<file path="config.mk">
export PLATFORM = sky130hd
export DESIGN_NAME = bus_copy_dma
export DESIGN_NICKNAME = d
export VERILOG_FILES = /design/src/rtl/bus_pkg.sv /design/src/rtl/bus_copy_dma.sv
export SDC_FILE = /design/constraint.sdc
export NUM_CORES = 1
export LEC_CHECK = 0
export ABC_AREA = 1
export CORE_MARGIN = 10
export CORE_UTILIZATION = 45
export DETAILED_ROUTE_END_ITERATION = 10
export PLACE_DENSITY_LB_ADDON = 0.1
export REMOVE_ABC_BUFFERS = 1
export SYNTH_ARGS = -nofsm -noshare
export SYNTH_HDL_FRONTEND = slang
export SYNTH_SLANG_ARGS = --single-unit
</file>
<file path="constraint.sdc">
create_clock -name clk -period 3 [get_ports clk]
set_input_delay 0.45 -clock clk [delete_from_list [all_inputs] [get_ports clk]]
set_output_delay 0.45 -clock clk [all_outputs]
set_load 0.1 [all_outputs]
</file>
<file path="src/rtl/bus_pkg.sv">
// rtl/bus_pkg.sv - shared bus size encodings and copy-engine state enum
package bus_pkg;

  localparam logic [1:0] SIZE_B = 2'b00;
  localparam logic [1:0] SIZE_H = 2'b01;
  localparam logic [1:0] SIZE_W = 2'b10;

  typedef enum logic [2:0] {
    IDLE = 3'd0,
    RD   = 3'd1,
    RGAP = 3'd2,
    WR   = 3'd3,
    WGAP = 3'd4,
    DONE = 3'd5
  } state_t;

endpackage

</file>
<file path="src/rtl/bus_copy_dma.sv">
// rtl/bus_copy_dma.sv - word-copy bus master with per-access watchdog
module bus_copy_dma
  import bus_pkg::*;
#(
  parameter int LEN_W   = 16,
  parameter int TIMEOUT = 255
) (
  input  logic             clk,
  input  logic             rstb,
  input  logic             start,
  input  logic [31:0]      src,
  input  logic [31:0]      dst,
  input  logic [LEN_W-1:0] len,
  output logic             busy,
  output logic             done,
  output logic             err,
  output logic [LEN_W-1:0] count,
  output logic             m_valid,
  output logic             m_write,
  output logic [31:0]      m_addr,
  output logic [31:0]      m_wdata,
  output logic [1:0]       m_size,
  input  logic             m_ready,
  input  logic [31:0]      m_rdata
);

  localparam int WAIT_W = (TIMEOUT > 0) ? $clog2(TIMEOUT + 1) : 1;
  localparam logic [WAIT_W-1:0] WAIT_MAX = WAIT_W'(TIMEOUT);

  state_t             state;
  logic [31:0]        src_q;
  logic [31:0]        dst_q;
  logic [LEN_W-1:0]   len_q;
  logic [31:0]        data_q;
  logic [WAIT_W-1:0]  wait_cnt;
  logic [LEN_W-1:0]   count_inc;
  logic [31:0]        src_next;
  logic               wd_hit;

  assign m_size    = SIZE_W;
  assign count_inc = count + LEN_W'(1);
  assign src_next  = src_q + 32'd4;
  // A zero TIMEOUT means wait forever for the responder.
  assign wd_hit    = (TIMEOUT != 0) && (wait_cnt == WAIT_MAX);

  always_ff @(posedge clk or negedge rstb) begin
    if (!rstb) begin
      state    <= IDLE;
      src_q    <= '0;
      dst_q    <= '0;
      len_q    <= '0;
      data_q   <= '0;
      wait_cnt <= '0;
      busy     <= 1'b0;
      done     <= 1'b0;
      err      <= 1'b0;
      count    <= '0;
      m_valid  <= 1'b0;
      m_write  <= 1'b0;
      m_addr   <= '0;
      m_wdata  <= '0;
    end else begin
      done <= 1'b0;
      case (state)
        IDLE: begin
          if (start) begin
            src_q <= src & ~32'h3;
            dst_q <= dst & ~32'h3;
            len_q <= len;
            err   <= 1'b0;
            count <= '0;
            busy  <= 1'b1;
            if (len != '0) begin
              state    <= RD;
              m_valid  <= 1'b1;
              m_write  <= 1'b0;
              m_addr   <= src & ~32'h3;
              wait_cnt <= '0;
            end else begin
              state <= DONE;
              done  <= 1'b1;
            end
          end
        end
        RD, WR: begin
          if (m_ready) begin
            m_valid <= 1'b0;
            state   <= (state == RD) ? RGAP : WGAP;
            if (state == RD) data_q <= m_rdata;
          end else if (wd_hit) begin
            m_valid <= 1'b0;
            err     <= 1'b1;
            done    <= 1'b1;
            state   <= DONE;
          end else begin
            wait_cnt <= wait_cnt + WAIT_W'(1);
          end
        end
        RGAP: begin
          state    <= WR;
          m_valid  <= 1'b1;
          m_write  <= 1'b1;
          m_addr   <= dst_q;
          m_wdata  <= data_q;
          wait_cnt <= '0;
        end
        WGAP: begin
          count <= count_inc;
          src_q <= src_next;
          dst_q <= dst_q + 32'd4;
          if (count_inc < len_q) begin
            state    <= RD;
            m_valid  <= 1'b1;
            m_write  <= 1'b0;
            m_addr   <= src_next;
            wait_cnt <= '0;
          end else begin
            state <= DONE;
            done  <= 1'b1;
          end
        end
        DONE: begin
          state <= IDLE;
          busy  <= 1'b0;
        end
        default: state <= IDLE;
      endcase
    end
  end

endmodule
</file>
Word-level counts from Yosys, hierarchy flattened
Index checks and enable logic that the tools add are counted.
Storage, ports and cells
  bits in registers: 208
  input port bits: 116
  output and inout bits: 87
  word-level logic and storage cells: 94
Cells by class
  add/sub/neg operators: 4
  magnitude comparators: 1
  equal/unequal tests: 13
  multiplexer cells: 45
  reductions and logical operators: 17
Operators by type and width (count)
  $mux 32: 5
  $pmux 32 s2: 2
  $pmux 32 s3: 1
  $add 32x3->32 const B: 2
  $mux 8: 5
  $pmux 16 s2: 1
  $pmux 8 s4: 1
  $mux 3: 6
  $mux 1: 17
  $add 16x1->16 const B: 1
  $lt 16x16->1: 1
  $mux 16: 1
  $reduce_bool 16->1: 1
  $ne 2x2->1 const B: 6
  $pmux 3 s4: 1
  $add 8x1->8 const B: 1
  $eq 8x8->1 const B: 1
  $reduce_and 2->1: 4
  $reduce_and 4->1: 2
  $eq 3x2->1 const B: 2
  $eq 3x3->1 const B: 2
  $pmux 1 s3: 2
  $reduce_and 6->1: 1
  $reduce_bool 2->1: 3
  10 further kinds: 11

Depth between registers and ports, before layout
  depth after elaboration: 4
  gate-level depth with buffers: 21
  depth with buffers taken out: 20

Least setup slack after synthesis
Ideal clock, no wire load.
  path kind: flip-flop to flip-flop
  start: register count[0]
  end: register m_write
  library setup time: 128 ps
  arrival time: 3558 ps
  data required time: 2872 ps
  path slack: -686 ps
  stages on the path, launching flop included: 20
  path buffers: 1
  period minus slack after synthesis: 3686 ps
  path through: dfrtp_1 > ha_1 > nand2_1 > inv_1 > nand3_1 > nor2_1 > nand3_1 > nor2_1 > nand4_1 > and2_1 > ha_1 > nand4_1 > a21oi_1 > nor2_1 > nand2_1 > nand2_1 > nand3_2 > buf_4 > nand2_1 > nand2_1
On the way
  word-level cells in the longest chain between the ends: 4
Ends and longest elaborated chain
  start, declared: RTL line bus_copy_dma.sv:17  | output logic [LEN_W-1:0] count,
  start signal, assigned: RTL line bus_copy_dma.sv:108  | count <= count_inc;
  $add 16x1->16: RTL line bus_copy_dma.sv:41  | assign count_inc = count + LEN_W'(1);
  $lt 16x16->1: RTL line bus_copy_dma.sv:111  | if (count_inc < len_q) begin
  $ne 2x2->1 (no source line)
  $reduce_and 4->1 (no source line)
  end signal, assigned: RTL line bus_copy_dma.sv:59  | m_write <= 1'b0;
  end signal, assigned: RTL line bus_copy_dma.sv:102  | m_write <= 1'b1;
  end signal, assigned: RTL line bus_copy_dma.sv:114  | m_write <= 1'b0;
  end, declared: RTL line bus_copy_dma.sv:19  | output logic m_write,
No other way between the ends.
A chain may end at the register's enable or synchronous reset.

Worst setup path after layout
  start: register count[0]
  end: register m_valid
On the way
  word-level cells in the longest chain between the ends: 4
Ends and longest elaborated chain
  $add 16x1->16: RTL line bus_copy_dma.sv:41
  $lt 16x16->1: RTL line bus_copy_dma.sv:111
  $ne 2x2->1 (no source line)
  $reduce_and 5->1 (no source line)
  end signal, assigned: RTL line bus_copy_dma.sv:58  | m_valid <= 1'b0;
  end signal, assigned: RTL line bus_copy_dma.sv:101  | m_valid <= 1'b1;
  end signal, assigned: RTL line bus_copy_dma.sv:113  | m_valid <= 1'b1;
  end, declared: RTL line bus_copy_dma.sv:18  | output logic m_valid,
No other way between the ends.

==> results.tsv <==
metric	value	unit
Place WS	-139	ps
cell count after placement	1986	
grt ovf	0	
Max Clk Rate	0.336	GHz
Routability Congestion	0.985	
global-route usage over all layers	0.212	
die height	177	um
total power	18.1	mW
post-synthesis sequential area ratio	0.459	
Slew headroom	0.472	
Worst Reg-to-Reg Cells	19	
CP Max Fanout	15	
via count	10700	
clock tree buffer depth	3	
Skew-Pair Late Insertion Delay	530	ps
CTS tree	built	
post-route cell area	14400	um2
r2r setup slk	30	ps
Die W	177	um
commonest non-fill, non-tap cell in the layout	nand2_1	
post-synthesis register bit count	203	
antenna violations before repair	1	
P&R area growth vs syn	29.9	%
Pwr Density	1260	nW/um2
largest net degree at the start of global routing	71	
first-pass GRT wire length	54200	um
H-tree depth	1	
minimum clock period	2970	ps
full die area	31300	um2
placed wire-length estimate	24700	um
PortBufs	196	
max-slew violation count	0	
share of layout cells above drive strength 1	0.125	
dpl cell area	13200	um2
routing usage on met2	0.345	
final cell count without fillers	2040	
DR vias/cell	5.23	
met3 GRT Util	0.0561	
Syn Std Cell Area	11100	um2
clk_skew	9.76	ps
period utilization	0.991	
CP endpoint kind	flip-flop	
Worst IR Drop VDD	0.808	mV
root buffer cell	clkbuf_16	
Detailed Routing Iterations Pass 1	5	
commonest cells after routing, fill and taps aside	nand2_1, dfrtp_1, inv_1	
final hold vios	0	
Worst Path Required	3410	ps
met1 GRT Util	0.268	
post-synth top area cell	dfrtp_1	
Remaining DRCs	0	
Total Nets Final	1834	
Hold Slack	462	ps
IO Pins	203	
Final setup viols	0	
cells after synthesis	1501	
warning count from the yosys run	0	
vias in the first global route	10400	
mean post-synth cell area	7.38	um2
clock-pin slew on the worst setup and hold paths	60	ps
slack of the critical path	25.8	ps
leakage power	7.03	nW
Sink Count	203	
CP startpoint kind	flip-flop	
status	completed	
Most Used Layer, Global Route	met2	
final wirelength	34500	um
Distinct cells, synth	45	
initial cell density of the core	0.457	
Hold Crit Class	reg -> reg	
max cap viols	0	
top post-synthesis cells by area	dfrtp_1, nand2_1, inv_1, nor2_1, o21ai_0	
WL/cell	16.9	um
CP Class	reg -> reg	
CP Data Arrival Time	3390	ps
DR iter-0 viols	796	
Synth top area share	0.459	
RSZ-0062 raised after global routing	true	
Final ANT Viol Nets	0	
Min-Delay Path Depth	2	
Worst-Margin Slew	791	ps
Num CTS Buffers	25	
core area	24200	um2
row cnt	57	
==> flip-flops by register name, indices dropped and copies added, names as in the netlist, 3 cells and up <==
signal,count
m_addr,31
state,3
data_q,32
dst_q,30
wait_cnt,8
m_wdata,32
count,16
len_q,16
src_q,30
==> cell usage after synthesis (all sizes together) <==
cell type and count:
a311oi 1, a22o 2, o221ai 7, nor2 151, o21a 1, a22oi 11
o21ai 113, a31oi 2, dfrtp 203, xor2 12, or2 2, a21oi 62
mux2 3, ha 19, clkbuf 32, nor4 4, nand2 452, conb 2
a2bb2oi 1, o31ai 1, o21bai 3, nand4 52, a211oi 3, a21boi 1
nor3 16, o311ai 2, nand3b 2, and2 1, a32oi 1, o211ai 20
inv 177, nand3 90, o22ai 15, buf 34, clkinv 1, xnor2 2
==> area by class of cell <==
class / instances / area, um2
Antenna cell: 1 / 2.50
Inverter: 178 / 668
Timing Repair Buffer: 237 / 2220
Fill cell: 2331 / 9870
Multi-Input combinational cell: 1054 / 5170
Tap cell: 324 / 405
Sequential cell: 203 / 5080
Clock buffer: 36 / 747
Clock inverter: 7 / 88.8
==> routing by layer <==
layer	up-vias	wire length, um
met5	-	0
met4	0	1120
met3	65	2650
met2	335	16100
met1	4985	14600
li1	5286	-
==> worst paths after layout <==
kind,start,endpoint
max,count[0],m_valid
min,data_q[30],m_wdata[30]
max reg2reg,count[0],m_valid
min reg2reg,data_q[30],m_wdata[30]
max in group asynchronous,rstb,count[12]
min in group asynchronous,rstb,dst_q[4]
==> report_power, final <==
part	internal (mW)	total [mW]	switching, mW	leakage, nW
registers	4.04	5.04	0.997	2.46
clock network	1.89	3.05	1.17	0.418
logic	2.58	9.97	7.39	4.15
==> worst max-delay path, stage by stage, from the launching register on <==
cell      delay (ps)
dfrtp_1          360
buf_4            140
nand3_1          100
nor3_1           260
nand3_1          170
or2_2            300
nand2_1          100
inv_1             50
ha_1             280
nand2_1           70
inv_1             40
o21bai_1         110
a21oi_1           70
nor2_1           130
nand2_2          120
nand2_8          120
buf_6            190
nand3_1          100
nand2_1           80
nand2_1           50
==> timing repair <==
action	in CTS	in global routing
setup endpoints to repair	42	42
setup buffers	0	6
pin swaps	0	28
resized for setup	6	34
hold buffers	1	0
cloned	0	3
endpoints found under the hold margin	66	0
==> stage by stage <==
step / setup TNS (ps) / utilization
after floorplan: -199320 / -
after global placement: -570 / 0.546
after detailed placement: -3100 / 0.546
after CTS: 0 / 0.582
after global routing: -4380 / 0.593
final: 0 / 0.593
==> logic make-up after synthesis <==
kind of cell | count (synthesis) | synth area share
AO/OA/AOI/OAI | 246 | 0.127
multiplexers | 3 | 0.00305
adder cells (fa/ha/maj) | 19 | 0.0215
other | 2 | 0.000678
buffers and inverters | 244 | 0.0885
AND/OR/NAND/NOR | 770 | 0.290
XOR/XNOR | 14 | 0.0111
flip-flops | 203 | 0.459
Note: power is estimated with default switching activity, not from simulation.
==> patch: new RTL, config.mk and constraints unchanged <==
The 6 states of `state_t` get a one-hot encoding in 6 bits.
--- a/src/rtl/bus_pkg.sv
+++ b/src/rtl/bus_pkg.sv
@@ -7,9 +7,9 @@
 
-  typedef enum logic [2:0] {
-    IDLE = 3'd0,
-    RD   = 3'd1,
-    RGAP = 3'd2,
-    WR   = 3'd3,
-    WGAP = 3'd4,
-    DONE = 3'd5
+  typedef enum logic [5:0] {
+    IDLE = 6'b000001,
+    RD   = 6'b000010,
+    RGAP = 6'b000100,
+    WR   = 6'b001000,
+    WGAP = 6'b010000,
+    DONE = 6'b100000
   } state_t;
Behaviour: same outputs for any inputs over 4 cycles, from zero or initial values and one cycle with rstb low; so few cycles prove little.
==> patch against the original RTL <==
  * Clock skew fell by 0.0042 ns
  * Sequential cell count grew 3
  * Worst setup slack improved by 0.017 ns
  * Synthesized area increased by 3.1%
  * Synthesized cell count up 2.5%
  * Design area grew 3.2%
  * Routed wire length rose by 5.0%
  * Power down 14%
  * Critical path depth grew 1
==> patch: results (changes against the original RTL) <==
Outcome
  – Status: finished, final reports clean

Placed design
  – Final HPWL DP: 25.9 mm (+4.8%)
  – GPL Wtd Cong: 0.915 (-7.1%)
  – Placed insts: 2030 (+2.2%)
  – I/O Buffers: 196 (unchanged)

Worst setup path
  – Critical path's slowest cell: dfrtp_1
  – Worst path max stage delay: 0.39 ns (+0.03 ns)
  – Crit path max-delay family: simple AND/OR/NAND/NOR gates
  – Critical Path Fanout Max: 7 (-8)
  – Crit path DAT: 3.43 ns (+0.04 ns)

STA
  – Relative slew slack: 53.9% (+6.7 points)
  – Slew Limit Fails: 0 (unchanged)
  – Setup Skew: 0.00553 ns (-0.00424 ns)

Global routing
  – Initial antenna violation count: 1 (unchanged)
  – Overall Global Routing Usage: 22.0% (+0.81 points)
  – First-pass GRT wire length: 56.8 mm (+4.8%)
  – Largest net degree at the start of global routing: 75 (+5.6%)
  – Vias in the first global route: 10600 (+2.1%)

Synth
  – Mux contribution to synthesized area: 0% (-0.31 points)
  – Synth warnings: 0 (unchanged)
  – Synth Area in Compound Gates: 12.9% (+0.21 points)
  – Synth area leaders: dfrtp_1 45%, nand2_1 15%, o21ai_0 7.1%, inv_1 5.4%, nor2_1 4.4%
  – Fraction of registers with async set/reset: 100% (unchanged)
  – Adder-cell share of the synthesized area: 2.08% (-0.064 points)
  – Commonest cells post-synth: 460 x nand2_1, 205 x dfrtp_1, 164 x inv_1
  – Top_reg_cell synth: dfrtp_1
  – XOR/XNOR Fraction of Synth Area: 1.23% (+0.12 points)
  – Seq/Total Area, Yosys: 45.2% (-0.70 points)
  – Synth cell types: 41 (-8.9%)
  – Syn Inst Count: 1539 (+2.5%)

Finish
  – Largest regs: data_q: 32 flops, m_wdata: 32 flops, m_addr: 31 flops
  – Nets: 1874 (+2.2%)
  – Fin cells: 2086 (+2.3%)
  – Share of layout cells above drive strength 1: 15.8% (+3.3 points)

Detailed routing
  – Post-Route WL: 36.2 mm (+5.0%)
  – Number of iterations in the first detailed-routing pass: 5 (unchanged)
  – Drt via density: 5.21 (-0.38%)
  – Starting DRT DRC Count: 834 (+4.8%)

Power and ir drop
  – Sw power: 0.00782 W (-18%)
  – Peak supply drop: 797 µV (-1.4%)
  – Leakage: 7.09 nW (+0.85%)

Clocking
  – CTS Buffer Depth: 3 (unchanged)
  – CTS Buf Count: 24 (-4.0%)
  – H-tree levels: 1 (unchanged)
  – Clock Latency Late Sink: 0.53 ns (about the same)
  – Clock root buffer: clkbuf_16
  – Worst-path clk slew: 0.06 ns (about the same)

Hold path
  – Hold Crit Class: flip-flop to flip-flop
==> patch: cell count changes after synthesis, sizes merged, moves of 8 or more <==
cell / before / now
a21oi: 62 / 43
nor2: 151 / 143
buf: 34 / 48
clkbuf: 32 / 20
nand2: 452 / 466
o21ai: 113 / 164
==> patch: layout make-up <==
type / count / area (µm²)
fill: 2362 / 10200
multi-input combinational: 1093 / 5610
sequential: 206 / 5160
timing repair buffer: 242 / 2260
clock buffer: 36 / 676
inverter: 172 / 646
tap: 330 / 413
clock inverter: 6 / 80.1
antenna: 1 / 2.50
==> patch: logic make-up after synthesis <==
group,after synthesis
compound gates,268
fa+ha+maj,19
simple gates,788
other cells,2
buf+inv,240
xor+xnor,16
flops,206
==> patch: what timing repair did <==
item / 4_1_cts / 5_1_grt
endpoints found under the setup margin: 37 / 44
resized for setup: 4 / 96
pin swaps: 1 / 22
setup buffers: 1 / 6
cloned: 0 / 5
endpoints found under the hold margin: 68 / 0
hold buffers: 1 / 0
==> patch: power groups by stage <==
stage / logic [W] / clock network, W / registers [W]
2_1_floorplan: 0.00285 / 0 / 0.00706
3_3_place_gp: 0.00723 / 0 / 0.00475
5_1_grt: 0.00861 / 0.00303 / 0.00496
4_1_cts: 0.00738 / 0.00290 / 0.00474
3_5_place_dp: 0.00736 / 0 / 0.00477
6_report: 0.00792 / 0.00284 / 0.00480
==> patch: stage by stage <==
step / TNS, ns / power, W / setup slack [ns] / instance area (µm²) / utilization (%)
2_1_floorplan: -47.79 / 0.00991 / -1.15 / 11100 / -
3_3_place_gp: 0 / 0.0120 / 0.000629 / 13500 / 54.1
3_5_place_dp: -0.170 / 0.0121 / -0.0259 / 13500 / 54.1
4_1_cts: 0 / 0.0150 / 0.00282 / 14300 / 57.2
5_1_grt: -5.13 / 0.0166 / -0.151 / 14800 / 59.3
6_report: 0 / 0.0156 / 0.0428 / 14800 / 59.3
==> patch: worst paths after layout <==
path,start,to,slack (ns),depth (start not counted)
hold / removal,m_addr[2],m_addr[2],0.47,2
setup / recovery,count[0],m_addr[28],0.04,20
min in group asynchronous,rstb,dst_q[26],0.50,2
max in group asynchronous,rstb,src_q[9],1.65,3
hold reg to reg,m_addr[2],m_addr[2],0.47,2
setup reg to reg,count[0],m_addr[28],0.04,20
==> patch: per-layer routing <==
| layer | part of all wire [%] | routed length (µm) | GRT usage (%) |
|---|---|---|---|
| met1 | 43 | 15600 | 28.2 |
| met2 | 47 | 17000 | 35.9 |
| met5 | 0 | 0 | 0 |
| met3 | 7.1 | 2560 | 5.48 |
| met4 | 2.6 | 953 | 6.56 |
==> patch: worst min-delay path, cell delays in order, from the launching register on <==
cell,delay (ns)
dfrtp_1,0.34
nand2_1,0.05
nand2_1,0.05
